[src/rtl/elevator_pkg.sv]
// Shared definitions for the elevator keypad scanner and floor display driver.
package elevator_pkg;

  localparam int FLOOR_W = 5;
  localparam int KEY_W   = 4;

  // Key index = row*3 + col; indices 0..8 are the digits 1..9
  localparam logic [KEY_W-1:0] KEY_STAR = 4'd9;
  localparam logic [KEY_W-1:0] KEY_ZERO = 4'd10;
  localparam logic [KEY_W-1:0] KEY_HASH = 4'd11;

  // Elevator select encodings
  localparam logic ELV1 = 1'b0;
  localparam logic ELV2 = 1'b1;

  // Classification of one full scan frame
  typedef enum logic [1:0] {
    RES_NONE,
    RES_ONE,
    RES_MULTI
  } scan_result_e;

  // Debounce state machine
  typedef enum logic [1:0] {
    ST_IDLE,
    ST_DEBOUNCE,
    ST_PRESSED,
    ST_RELEASE
  } deb_state_e;

  // Seven-segment pattern (gfedcba, active-high) shared with the floor display driver
  function automatic logic [6:0] seg7_digit(input logic [3:0] digit);
    logic [6:0] seg;
    case (digit)
      4'd0:    seg = 7'b0111111;
      4'd1:    seg = 7'b0000110;
      4'd2:    seg = 7'b1011011;
      4'd3:    seg = 7'b1001111;
      4'd4:    seg = 7'b1100110;
      4'd5:    seg = 7'b1101101;
      4'd6:    seg = 7'b1111101;
      4'd7:    seg = 7'b0000111;
      4'd8:    seg = 7'b1111111;
      4'd9:    seg = 7'b1101111;
      default: seg = 7'b1000000;
    endcase
    return seg;
  endfunction

endpackage

[src/rtl/keypad_debounce.sv]
// Frame-rate debounce FSM: qualifies a single key over DEB_CNT frames for press
// and DEB_CNT empty frames for release, producing one press strobe per keystroke.
module keypad_debounce
  import elevator_pkg::*;
#(
  parameter int DEB_CNT = 4
) (
  input  logic             clk,
  input  logic             rst_n,
  input  logic             frame_end,
  input  scan_result_e     result,
  input  logic [KEY_W-1:0] code,
  output logic             press_pulse,
  output logic [KEY_W-1:0] press_code,
  output logic             held
);

  localparam int CW = $clog2(DEB_CNT + 1);
  localparam logic [CW-1:0] CNT_ONE  = CW'(1);
  localparam logic [CW-1:0] CNT_DONE = CW'(DEB_CNT);

  deb_state_e       state_reg, state_next;
  logic [CW-1:0]    cnt_reg, cnt_next;
  logic [KEY_W-1:0] code_reg, code_next;

  // State, frame counter and latched key code
  always_ff @(posedge clk or negedge rst_n) begin
    if (!rst_n) begin
      state_reg <= ST_IDLE;
      cnt_reg   <= '0;
      code_reg  <= '0;
    end else begin
      state_reg <= state_next;
      cnt_reg   <= cnt_next;
      code_reg  <= code_next;
    end
  end

  // Next-state logic, evaluated only when a scan frame completes
  always_comb begin
    state_next  = state_reg;
    cnt_next    = cnt_reg;
    code_next   = code_reg;
    press_pulse = 1'b0;
    if (frame_end) begin
      case (state_reg)
        ST_IDLE: begin
          if (result == RES_ONE) begin
            code_next = code;
            cnt_next  = CNT_ONE;
            if (CNT_ONE == CNT_DONE) begin
              state_next  = ST_PRESSED;
              press_pulse = 1'b1;
            end else begin
              state_next = ST_DEBOUNCE;
            end
          end
        end
        ST_DEBOUNCE: begin
          if (result == RES_ONE) begin
            if (code == code_reg) begin
              cnt_next = cnt_reg + CNT_ONE;
              if (cnt_next == CNT_DONE) begin
                state_next  = ST_PRESSED;
                press_pulse = 1'b1;
              end
            end else begin
              // A different single key restarts qualification on the new key
              code_next = code;
              cnt_next  = CNT_ONE;
            end
          end else begin
            state_next = ST_IDLE;
            cnt_next   = '0;
          end
        end
        ST_PRESSED: begin
          // Any key activity keeps the press alive; no auto-repeat
          if (result == RES_NONE) begin
            if (CNT_ONE == CNT_DONE) begin
              state_next = ST_IDLE;
              cnt_next   = '0;
            end else begin
              state_next = ST_RELEASE;
              cnt_next   = CNT_ONE;
            end
          end
        end
        ST_RELEASE: begin
          if (result == RES_NONE) begin
            cnt_next = cnt_reg + CNT_ONE;
            if (cnt_next == CNT_DONE) begin
              state_next = ST_IDLE;
              cnt_next   = '0;
            end
          end else begin
            state_next = ST_PRESSED;
          end
        end
        default: begin
          state_next = ST_IDLE;
          cnt_next   = '0;
        end
      endcase
    end
  end

  // The strobe is combinational on frame_end so the top can register the event once
  assign press_code = code_next;
  assign held       = (state_reg == ST_PRESSED) || (state_reg == ST_RELEASE);

endmodule

[src/rtl/elevator_keypad_scanner.sv]
// 4x3 matrix keypad scanner: column strobing, row synchronisation, per-frame
// decode and registered floor-request / elevator-select events.
module elevator_keypad_scanner
  import elevator_pkg::*;
#(
  parameter int SCAN_DIV = 16384,
  parameter int DEB_CNT  = 4
) (
  input  logic               clk,
  input  logic               rst_n,
  input  logic [3:0]         key_row,
  output logic [2:0]         key_col,
  output logic               req_valid,
  output logic [FLOOR_W-1:0] req_floor,
  output logic               req_elv,
  output logic               key_held
);

  localparam int TW = (SCAN_DIV > 1) ? $clog2(SCAN_DIV) : 1;
  localparam logic [TW-1:0] TICK_LAST = TW'(SCAN_DIV - 1);

  logic [3:0]         row_meta_reg, row_sync_reg;
  logic [TW-1:0]      tick_cnt_reg;
  logic [1:0]         col_reg;
  logic [1:0]         acc_hits_reg;
  logic [KEY_W-1:0]   acc_code_reg;
  logic               req_valid_reg, req_elv_reg, elv_sel_reg;
  logic [FLOOR_W-1:0] req_floor_reg;

  logic               tick, frame_end;
  logic [1:0]         col_hits, col_row, frame_hits;
  logic [2:0]         hits_sum;
  logic [KEY_W-1:0]   frame_code;
  scan_result_e       frame_result;
  logic               press_pulse, held;
  logic [KEY_W-1:0]   press_code;

  assign tick      = (tick_cnt_reg == TICK_LAST);
  assign frame_end = tick && (col_reg == 2'd2);
  assign key_col   = 3'b001 << col_reg;

  // Two-flop synchroniser for the asynchronous row inputs
  always_ff @(posedge clk or negedge rst_n) begin
    if (!rst_n) begin
      row_meta_reg <= '0;
      row_sync_reg <= '0;
    end else begin
      row_meta_reg <= key_row;
      row_sync_reg <= row_meta_reg;
    end
  end

  // Column dwell divider and column rotation
  always_ff @(posedge clk or negedge rst_n) begin
    if (!rst_n) begin
      tick_cnt_reg <= '0;
      col_reg      <= '0;
    end else if (tick) begin
      tick_cnt_reg <= '0;
      col_reg      <= (col_reg == 2'd2) ? 2'd0 : col_reg + 2'd1;
    end else begin
      tick_cnt_reg <= tick_cnt_reg + TW'(1);
    end
  end

  // Decode the current column's rows and merge with the partial frame
  always_comb begin
    col_hits = '0;
    col_row  = '0;
    for (int r = 0; r < 4; r++) begin
      if (row_sync_reg[r]) begin
        col_hits = (col_hits == 2'd2) ? 2'd2 : col_hits + 2'd1;
        col_row  = 2'(r);
      end
    end
    hits_sum   = {1'b0, acc_hits_reg} + {1'b0, col_hits};
    frame_hits = (hits_sum >= 3'd2) ? 2'd2 : hits_sum[1:0];
    frame_code = (col_hits == 2'd1) ? ({2'b00, col_row} * 4'd3 + {2'b00, col_reg})
                                    : acc_code_reg;
    case (frame_hits)
      2'd0:    frame_result = RES_NONE;
      2'd1:    frame_result = RES_ONE;
      default: frame_result = RES_MULTI;
    endcase
  end

  // Frame accumulator, cleared when the frame is handed to the debouncer
  always_ff @(posedge clk or negedge rst_n) begin
    if (!rst_n) begin
      acc_hits_reg <= '0;
      acc_code_reg <= '0;
    end else if (frame_end) begin
      acc_hits_reg <= '0;
      acc_code_reg <= '0;
    end else if (tick) begin
      acc_hits_reg <= frame_hits;
      acc_code_reg <= frame_code;
    end
  end

  keypad_debounce #(
    .DEB_CNT(DEB_CNT)
  ) u_debounce (
    .clk        (clk),
    .rst_n      (rst_n),
    .frame_end  (frame_end),
    .result     (frame_result),
    .code       (frame_code),
    .press_pulse(press_pulse),
    .press_code (press_code),
    .held       (held)
  );

  // Turn a qualified keystroke into a floor request or an elevator selection
  always_ff @(posedge clk or negedge rst_n) begin
    if (!rst_n) begin
      req_valid_reg <= 1'b0;
      req_floor_reg <= '0;
      req_elv_reg   <= ELV1;
      elv_sel_reg   <= ELV1;
    end else begin
      req_valid_reg <= 1'b0;
      if (press_pulse) begin
        if (press_code <= 4'd8) begin
          req_valid_reg <= 1'b1;
          req_floor_reg <= FLOOR_W'(press_code) + FLOOR_W'(1);
          req_elv_reg   <= elv_sel_reg;
        end else if (press_code == KEY_STAR) begin
          elv_sel_reg <= ELV1;
        end else if (press_code == KEY_HASH) begin
          elv_sel_reg <= ELV2;
        end
      end
    end
  end

  assign req_valid = req_valid_reg;
  assign req_floor = req_floor_reg;
  assign req_elv   = req_elv_reg;
  assign key_held  = held;

endmodule
[config.mk]
export PLATFORM = sky130hd
export DESIGN_NAME = elevator_keypad_scanner
export DESIGN_NICKNAME = d
export VERILOG_FILES = /design/src/rtl/elevator_pkg.sv /design/src/rtl/keypad_debounce.sv /design/src/rtl/elevator_keypad_scanner.sv
export SDC_FILE = /design/constraint.sdc
export NUM_CORES = 1
export LEC_CHECK = 0
export BUFFER_PORTS_ARGS = -buffer_cell sky130_fd_sc_hd__buf_2
export CORE_ASPECT_RATIO = 0.75
export CORE_UTILIZATION = 49
export CTS_BUF_LIST = sky130_fd_sc_hd__clkbuf_8
export CTS_CLUSTER_DIAMETER = 80
export DETAILED_ROUTE_END_ITERATION = 10
export PLACE_DENSITY = 0.74
export SYNTH_ARGS = -nofsm -noshare
export SYNTH_HDL_FRONTEND = slang
export SYNTH_HIERARCHICAL = 1
export SYNTH_SLANG_ARGS = --single-unit
export TNS_END_PERCENT = 50
[constraint.sdc]
create_clock -name clk -period 5.93 [get_ports clk]
set_clock_uncertainty 0.05 [all_clocks]
set_input_delay 0.593 -clock clk [delete_from_list [all_inputs] [get_ports clk]]
set_output_delay 0.593 -clock clk [all_outputs]
set_load 0.03 [all_outputs]
==> results by group, run 1 <==
Outcome
  • Status: finished, final reports clean

Critical path
  • Worst setup EP type: register
  • Worst EP arrival: approximately 4600 ps
  • CP Launch Point: row_sync_reg[1]$_DFF_PN0_
  • Worst path required time: between 6000 and 7000 ps
  • Cell with the largest stage delay on the worst path: sky130_fd_sc_hd__fa_1
  • Worst reg2reg path startpoint: row_sync_reg[1]$_DFF_PN0_
  • Critical Setup Path Class: register to register
  • Max incr delay on CP: around 510 ps
  • Type of origin of the critical path: register
  • CP bufs+invs: 4
  • Critical path, cell by cell: inv_1 -> ha_1 -> mux2i_1 -> ha_1 -> inv_1 -> mux2i_1 -> ha_1 -> inv_1 -> fa_1 -> and3_1 -> and2b_1 -> and3_1 -> mux2_2 -> inv_1 -> ha_1 -> nor2b_1 -> o21ai_1 -> mux2_2
  • Top Family by Delay on Critical Path: adder cells
  • Worst-path fanout max: 9

Die
  • Number of core rows: 21
  • Die boundary height: 63.3 um
  • I/O pin count: 17
  • Effective utilization at floorplan: 0.530
  • X dimension of the die: roughly 84 um
  • Area of the core region: 4620 um2
  • Full die area: ~5300 um2

Clock tree
  • Clock tree from TritonCTS: done
  • Number of buffers added to fix hold violations after cts: 0
  • Cells resized by post-CTS repair: 0
  • Maximum level of the CTS H-tree: 2
  • Root buffer selected by CTS: sky130_fd_sc_hd__clkbuf_8
  • Number of sinks on the clock net: 47
  • Post-CTS repair timing setup buffer count: 0
  • Number of buffers created by CTS: 5
  • Source-to-sink clock delay at the later pin of the worst-skew pair: ~290 ps
  • Clk slew on worst S/H paths: 80 ps
  • Max Buffers Root-to-Sink: 2

Min path
  • Hold wc startpoint: row_meta_reg[1]$_DFF_PN0_
  • Class of the most critical hold timing path: register to register

Logic synthesis
  • Synthesized netlist cell count: roughly 220
  • Register bit total from synthesis: 47
  • Count of flip-flops with a built-in enable after synthesis: 0
  • Seq/Total Area, Yosys: 0.480
  • Warning count from the yosys run: 6
  • Most instantiated flip-flop cell in the synthesis netlist: sky130_fd_sc_hd__dfrtp_1
  • Post-Synthesis Cell Area: between 2000 and 2500 um2
  • Average size of a mapped cell: 11.2 um2
  • Count of cell types in the netlist: 45
  • Net count after synthesis: around 240
  • Async set-or-reset flop fraction in the synthesized netlist: 1.00

Global route
  • Global-route usage over all layers: 0.171
  • Via count of the first global-routing pass: ~1.6k
  • First-pass GRT wire length: 7130 um
  • Gr ovfl total: 0
  • Initial antenna violation count: 0
  • Largest net degree at the start of global routing: 48

STA
  • Sum Neg Setup Slack: 0 ps
  • Max Freq: between 200 and 250 MHz
  • Number of max-slew violations in the final report: 0
  • Final hold vios: 0
  • Final Critical Period: ~4500 ps
  • Setup Viol. Count Final: 0
  • RSZ-0062 raised after global routing: false
  • Slew at the pin with the worst max-slew slack: about 1000 ps
  • Share of the clock period used by the worst path: 0.755
  • Max-slew headroom: 0.334

Placement
  • Final estimated routing congestion in global placement: 0.778
  • Detailed Place HPWL: 2810 um
  • Count of port buffers added during placement: 16

Finish
  • N_diodes: 0
  • Filler cell count in the final layout: slightly below 400
  • Leading cell type in the layout, fill and taps excluded: sky130_fd_sc_hd__dfrtp_1
  • Max FFs per register: 14
  • Commonest cells after routing, fill and taps aside: sky130_fd_sc_hd__dfrtp_1, sky130_fd_sc_hd__inv_1, sky130_fd_sc_hd__nand2_1, sky130_fd_sc_hd__buf_2, sky130_fd_sc_hd__nor2_1
  • Layout cells sized above 1: 0.180
  • Layout overhead on the synthesized area: 10.9%
  • Nets: between 200 and 300

Power and ir drop
  • Final total power: approximately 640 uW
  • Worst ir drop on vdd: around 150 uV
  • Power per cell area: ~240 nW/um2
  • Total leakage power: between 1 and 1.5 nW

Detailed routing
  • Count of antenna-violating nets left after detailed routing: 0
  • Avg Vias per Cell: ~5.4
  • Aggregate routed wire length: 4070 um
  • Remaining design rule violation count: 0
  • Number of DRC violations after detailed-routing iteration 0: 75
  • Count of vias placed by the detailed router: 1595
  • Detailed-router iteration count before antenna repair: 4
  • Wire length per cell: between 10 and 15 um

Job
  • Max capacitance violation total: 0
==> cell usage after synthesis (all sizes together), types with 5 or more instances <==
master  count  area [um2]
dfrtp      47        1180
nand4       5        31.3
xnor2       7        61.3
nor2       14        52.6
nand2      18        67.6
xor2        9        78.8
ha         13         163
mux2       10         113
o21ai      10        53.8
inv        19        71.3
mux2i       5        50.1
nand3       9        45.0
==> power by group <==
group	switching, mW	internal (mW)	leakage (nW)	total, mW
Sequential	0.00193	0.323	0.624	0.325
Clock	0.102	0.167	0.0695	0.268
Combinational	0.0293	0.0182	0.626	0.0475
Total	0.133	0.508	1.32	0.641
==> metal layers <==
layer | up-vias | wire length, um | global-route usage
li1 | 802 | - | -
met1 | 762 | 2170 | 0.239
met2 | 21 | 1720 | 0.255
met3 | 10 | 117 | 0.0446
met4 | 0 | 69 | 0.0720
met5 | - | 0 | 0
==> worst paths after layout <==
| path | end | slack [ps] | cells past startpoint |
|---|---|---|---|
| worst max-delay path | req_elv$_DFFE_PN0P_ | 1450 | 18 |
| worst min-delay path | row_sync_reg[1]$_DFF_PN0_ | 300 | 0 |
| worst max register to register | req_elv$_DFFE_PN0P_ | 1450 | 18 |
| worst min register to register | row_sync_reg[1]$_DFF_PN0_ | 300 | 0 |
| max in group asynchronous | tick_cnt_reg[9]$_DFF_PN0_ | 4800 | 1 |
| min in group asynchronous | row_sync_reg[0]$_DFF_PN0_ | 410 | 1 |
==> kinds of logic after synthesis <==
family / synth area share
and+or+nand+nor: 0.164
buffers and inverters: 0.0388
AOI/OAI and AO/OA: 0.104
muxes: 0.0663
adders and majority gates: 0.0908
DFF: 0.480
xor gates and xnor gates: 0.0571
==> cell type report <==
type | count | area [um2] | share of cell area
clock buffers | 5 | 68.8 | 0.0253
flip-flops and latches | 47 | 1180 | 0.432
multi-input cells | 148 | 1180 | 0.434
repair buffers | 17 | 87.6 | 0.0322
inverters | 19 | 71.3 | 0.0262
well taps | 57 | 71.3 | 0.0262
clock inverters | 3 | 63.8 | 0.0235
==> per-stage QoR <==
stage | hold slack [ps] | cells | setup WS (ps) | util | area [um2]
after detailed placement | 286 | 288 | 1510 | 0.560 | 2590
after global placement | 287 | 288 | 1680 | 0.560 | 2590
after global routing | 306 | 296 | 1150 | 0.588 | 2720
after CTS | 304 | 296 | 1440 | 0.588 | 2720
final | 301 | 296 | 1450 | 0.588 | 2720
after floorplan | 247 | 219 | 1860 | - | 2450
Power figures use the tool's default switching activity.
==> inputs of run 2 (changes only) <==
==> constraint.sdc (replaced) <==
create_clock -name clk -period 4.5 [get_ports clk]
set_clock_uncertainty 0.05 [all_clocks]
set_input_delay 0.45 -clock clk [delete_from_list [all_inputs] [get_ports clk]]
set_output_delay 0.45 -clock clk [all_outputs]
set_load 0.03 [all_outputs]
==> run 2 against run 1 <==
Net effect:
- core utilization fell by 0.43 points
- sequential share of layout area is 0.32 points higher
- clock power is 12% higher
- count of clock-buffer cells in the layout unchanged
- cell area is 0.74% lower
- non-clock buffer count increased by 1
- critical path type unchanged
==> results by group, run 2 (synthesized netlist as in run 1, its figures left out) <==
Clock tree
  • Cells resized by post-CTS repair: 0
  • Post-CTS repair timing setup buffer count: 0
  • Maximum level of the CTS H-tree: 2
  • Max Buffers Root-to-Sink: 2
  • Root buffer selected by CTS: sky130_fd_sc_hd__clkbuf_8
  • Source-to-sink clock delay at the later pin of the worst-skew pair: a little under 300 ps
  • Number of buffers added to fix hold violations after cts: 0
  • Clk slew on worst S/H paths: roughly 90 ps
  • Number of buffers created by CTS: 5
  • Clock tree from TritonCTS: done
  • Number of sinks on the clock net: 47

Critical path
  • CP Launch Point: row_sync_reg[1]$_DFF_PN0_
  • CP bufs+invs: 5
  • Critical Setup Path Class: register to register
  • Cell mode on critical path: sky130_fd_sc_hd__inv_1
  • Worst path required time: between 4000 and 5000 ps
  • Worst reg2reg endpoint: req_elv$_DFFE_PN0P_
  • Logic depth of the worst register-to-register path: 19
  • Cell with the largest stage delay on the worst path: sky130_fd_sc_hd__fa_1
  • Top Family by Delay on Critical Path: adder cells
  • Critical path, cell by cell: inv_1 -> ha_1 -> inv_1 -> mux2i_1 -> ha_1 -> inv_1 -> mux2i_1 -> ha_1 -> inv_1 -> fa_1 -> and3_2 -> and2b_1 -> and3_2 -> mux2_2 -> inv_1 -> ha_1 -> nor2b_1 -> o21ai_1 -> mux2_2
  • Worst reg2reg path startpoint: row_sync_reg[1]$_DFF_PN0_
  • Worst setup EP type: register
  • Type of origin of the critical path: register
  • Worst-path fanout max: 6
  • Reg2reg setup slack: around 370 ps
  • CP Depth: 19
  • Worst EP arrival: ~4300 ps
  • Max incr delay on CP: 450 ps

Global route
  • Largest net degree at the start of global routing: between 40 and 50
  • Via count of the first global-routing pass: between 1.5k and 2k
  • First-pass GRT wire length: between 7000 and 8000 um
  • Gr ovfl total: 0
  • Global-route usage over all layers: 0.174
  • Initial antenna violation count: 0

Finish
  • Nets: between 200 and 300
  • Fin util: 0.584
  • Layout overhead on the synthesized area: 10.1%
  • Layout cells sized above 1: 0.188
  • Commonest cells after routing, fill and taps aside: sky130_fd_sc_hd__dfrtp_1, sky130_fd_sc_hd__inv_1, sky130_fd_sc_hd__nand2_1, sky130_fd_sc_hd__buf_2, sky130_fd_sc_hd__nor2_1
  • N_diodes: 0
  • Max FFs per register: 14
  • Area taken by flip-flops and latches: roughly 1200 um2
  • Footprint of the multi-input gates: 1180 um2
  • Filler cell count in the final layout: approximately 400
  • Leading cell type in the layout, fill and taps excluded: sky130_fd_sc_hd__dfrtp_1

Detailed routing
  • Number of DRC violations after detailed-routing iteration 0: 74
  • Count of vias placed by the detailed router: about 1.6k
  • Aggregate routed wire length: just over 4000 um
  • Avg Vias per Cell: 5.49
  • Remaining design rule violation count: 0
  • Count of antenna-violating nets left after detailed routing: 0
  • Detailed-router iteration count before antenna repair: 4
  • Wire length per cell: 14.0 um

Die
  • Number of core rows: 21
  • I/O pin count: 17
  • Full die area: 5290 um2
  • Effective utilization at floorplan: 0.530
  • X dimension of the die: ~84 um
  • Area of the core region: around 4600 um2
  • Die boundary height: ~63 um

STA
  • Setup Viol. Count Final: 0
  • Final hold vios: 0
  • Number of max-slew violations in the final report: 0
  • RSZ-0062 raised after global routing: false
  • Max Freq: between 200 and 250 MHz
  • Final Critical Period: about 4100 ps
  • Sum Neg Setup Slack: 0 ps
  • Max-slew headroom: 0.330
  • Slew at the pin with the worst max-slew slack: between 1000 and 1500 ps
  • Share of the clock period used by the worst path: 0.917

Min path
  • Number of stages on the worst hold path: 1
  • Class of the most critical hold timing path: input pin to register
  • Hold wc startpoint: key_row[2]
  • Capture endpoint of the worst hold path: row_meta_reg[2]$_DFF_PN0_

Placement
  • Detailed Place HPWL: 2910 um
  • Final estimated routing congestion in global placement: roughly 0.80
  • Count of port buffers added during placement: 16

Power and ir drop
  • Total leakage power: approximately 1.3 nW
  • Worst ir drop on vdd: about 210 uV
  • Power per cell area: roughly 290 nW/um2
  • Final total power: just under 800 uW

Outcome
  • Status: finished, final reports clean

Job
  • Max capacitance violation total: 0
[run 2: cell count changes in the layout (fill, tap and decap cells not counted), sizes merged]
cell / before / now
bufinv: 2 / 1
buf: 17 / 18
[run 2: metrics by stage]
stage	cells	setup WS [ps]	cell area [um2]	hold slack, ps
6_report	296	372	2700	204
5_1_grt	296	6.29	2700	194
4_1_cts	296	357	2700	199
3_5_place_dp	289	401	2590	286
3_3_place_gp	289	496	2590	288
2_1_floorplan	219	432	2450	104
[run 2: where the power goes]
group          total [mW]  internal (mW)  switching [mW]  leakage [nW]
Combinational      0.0617         0.0241          0.0376         0.629
Clock               0.301          0.161           0.140        0.0554
Sequential          0.428          0.426         0.00259         0.624
[run 2: worst max-delay path by stage]
| stage | to |
|---|---|
| 2_1_floorplan | req_elv$_DFFE_PN0P_ |
| 3_3_place_gp | req_floor[1]$_DFFE_PN0P_ |
| 3_5_place_dp | req_floor[1]$_DFFE_PN0P_ |
| 4_1_cts | req_elv$_DFFE_PN0P_ |
| 5_1_grt | req_floor[2]$_DFFE_PN0P_ |
| 6_report | req_elv$_DFFE_PN0P_ |
[run 2: per-layer routing]
layer,vias to the layer above,GRT usage,share of wire
met5,-,0,0
met4,0,0.0572,0.0099
met3,5,0.0393,0.020
met2,10,0.265,0.44
met1,804,0.248,0.53
li1,806,-,-
[run 2: cell type report]
cell class | instances | area share
Inverter | 19 | 0.0264
Tap cell | 57 | 0.0264
Clock buffer | 5 | 0.0255
Sequential cell | 47 | 0.436
Multi-Input combinational cell | 148 | 0.438
Clock inverter | 2 | 0.0125
Timing Repair Buffer | 18 | 0.0352
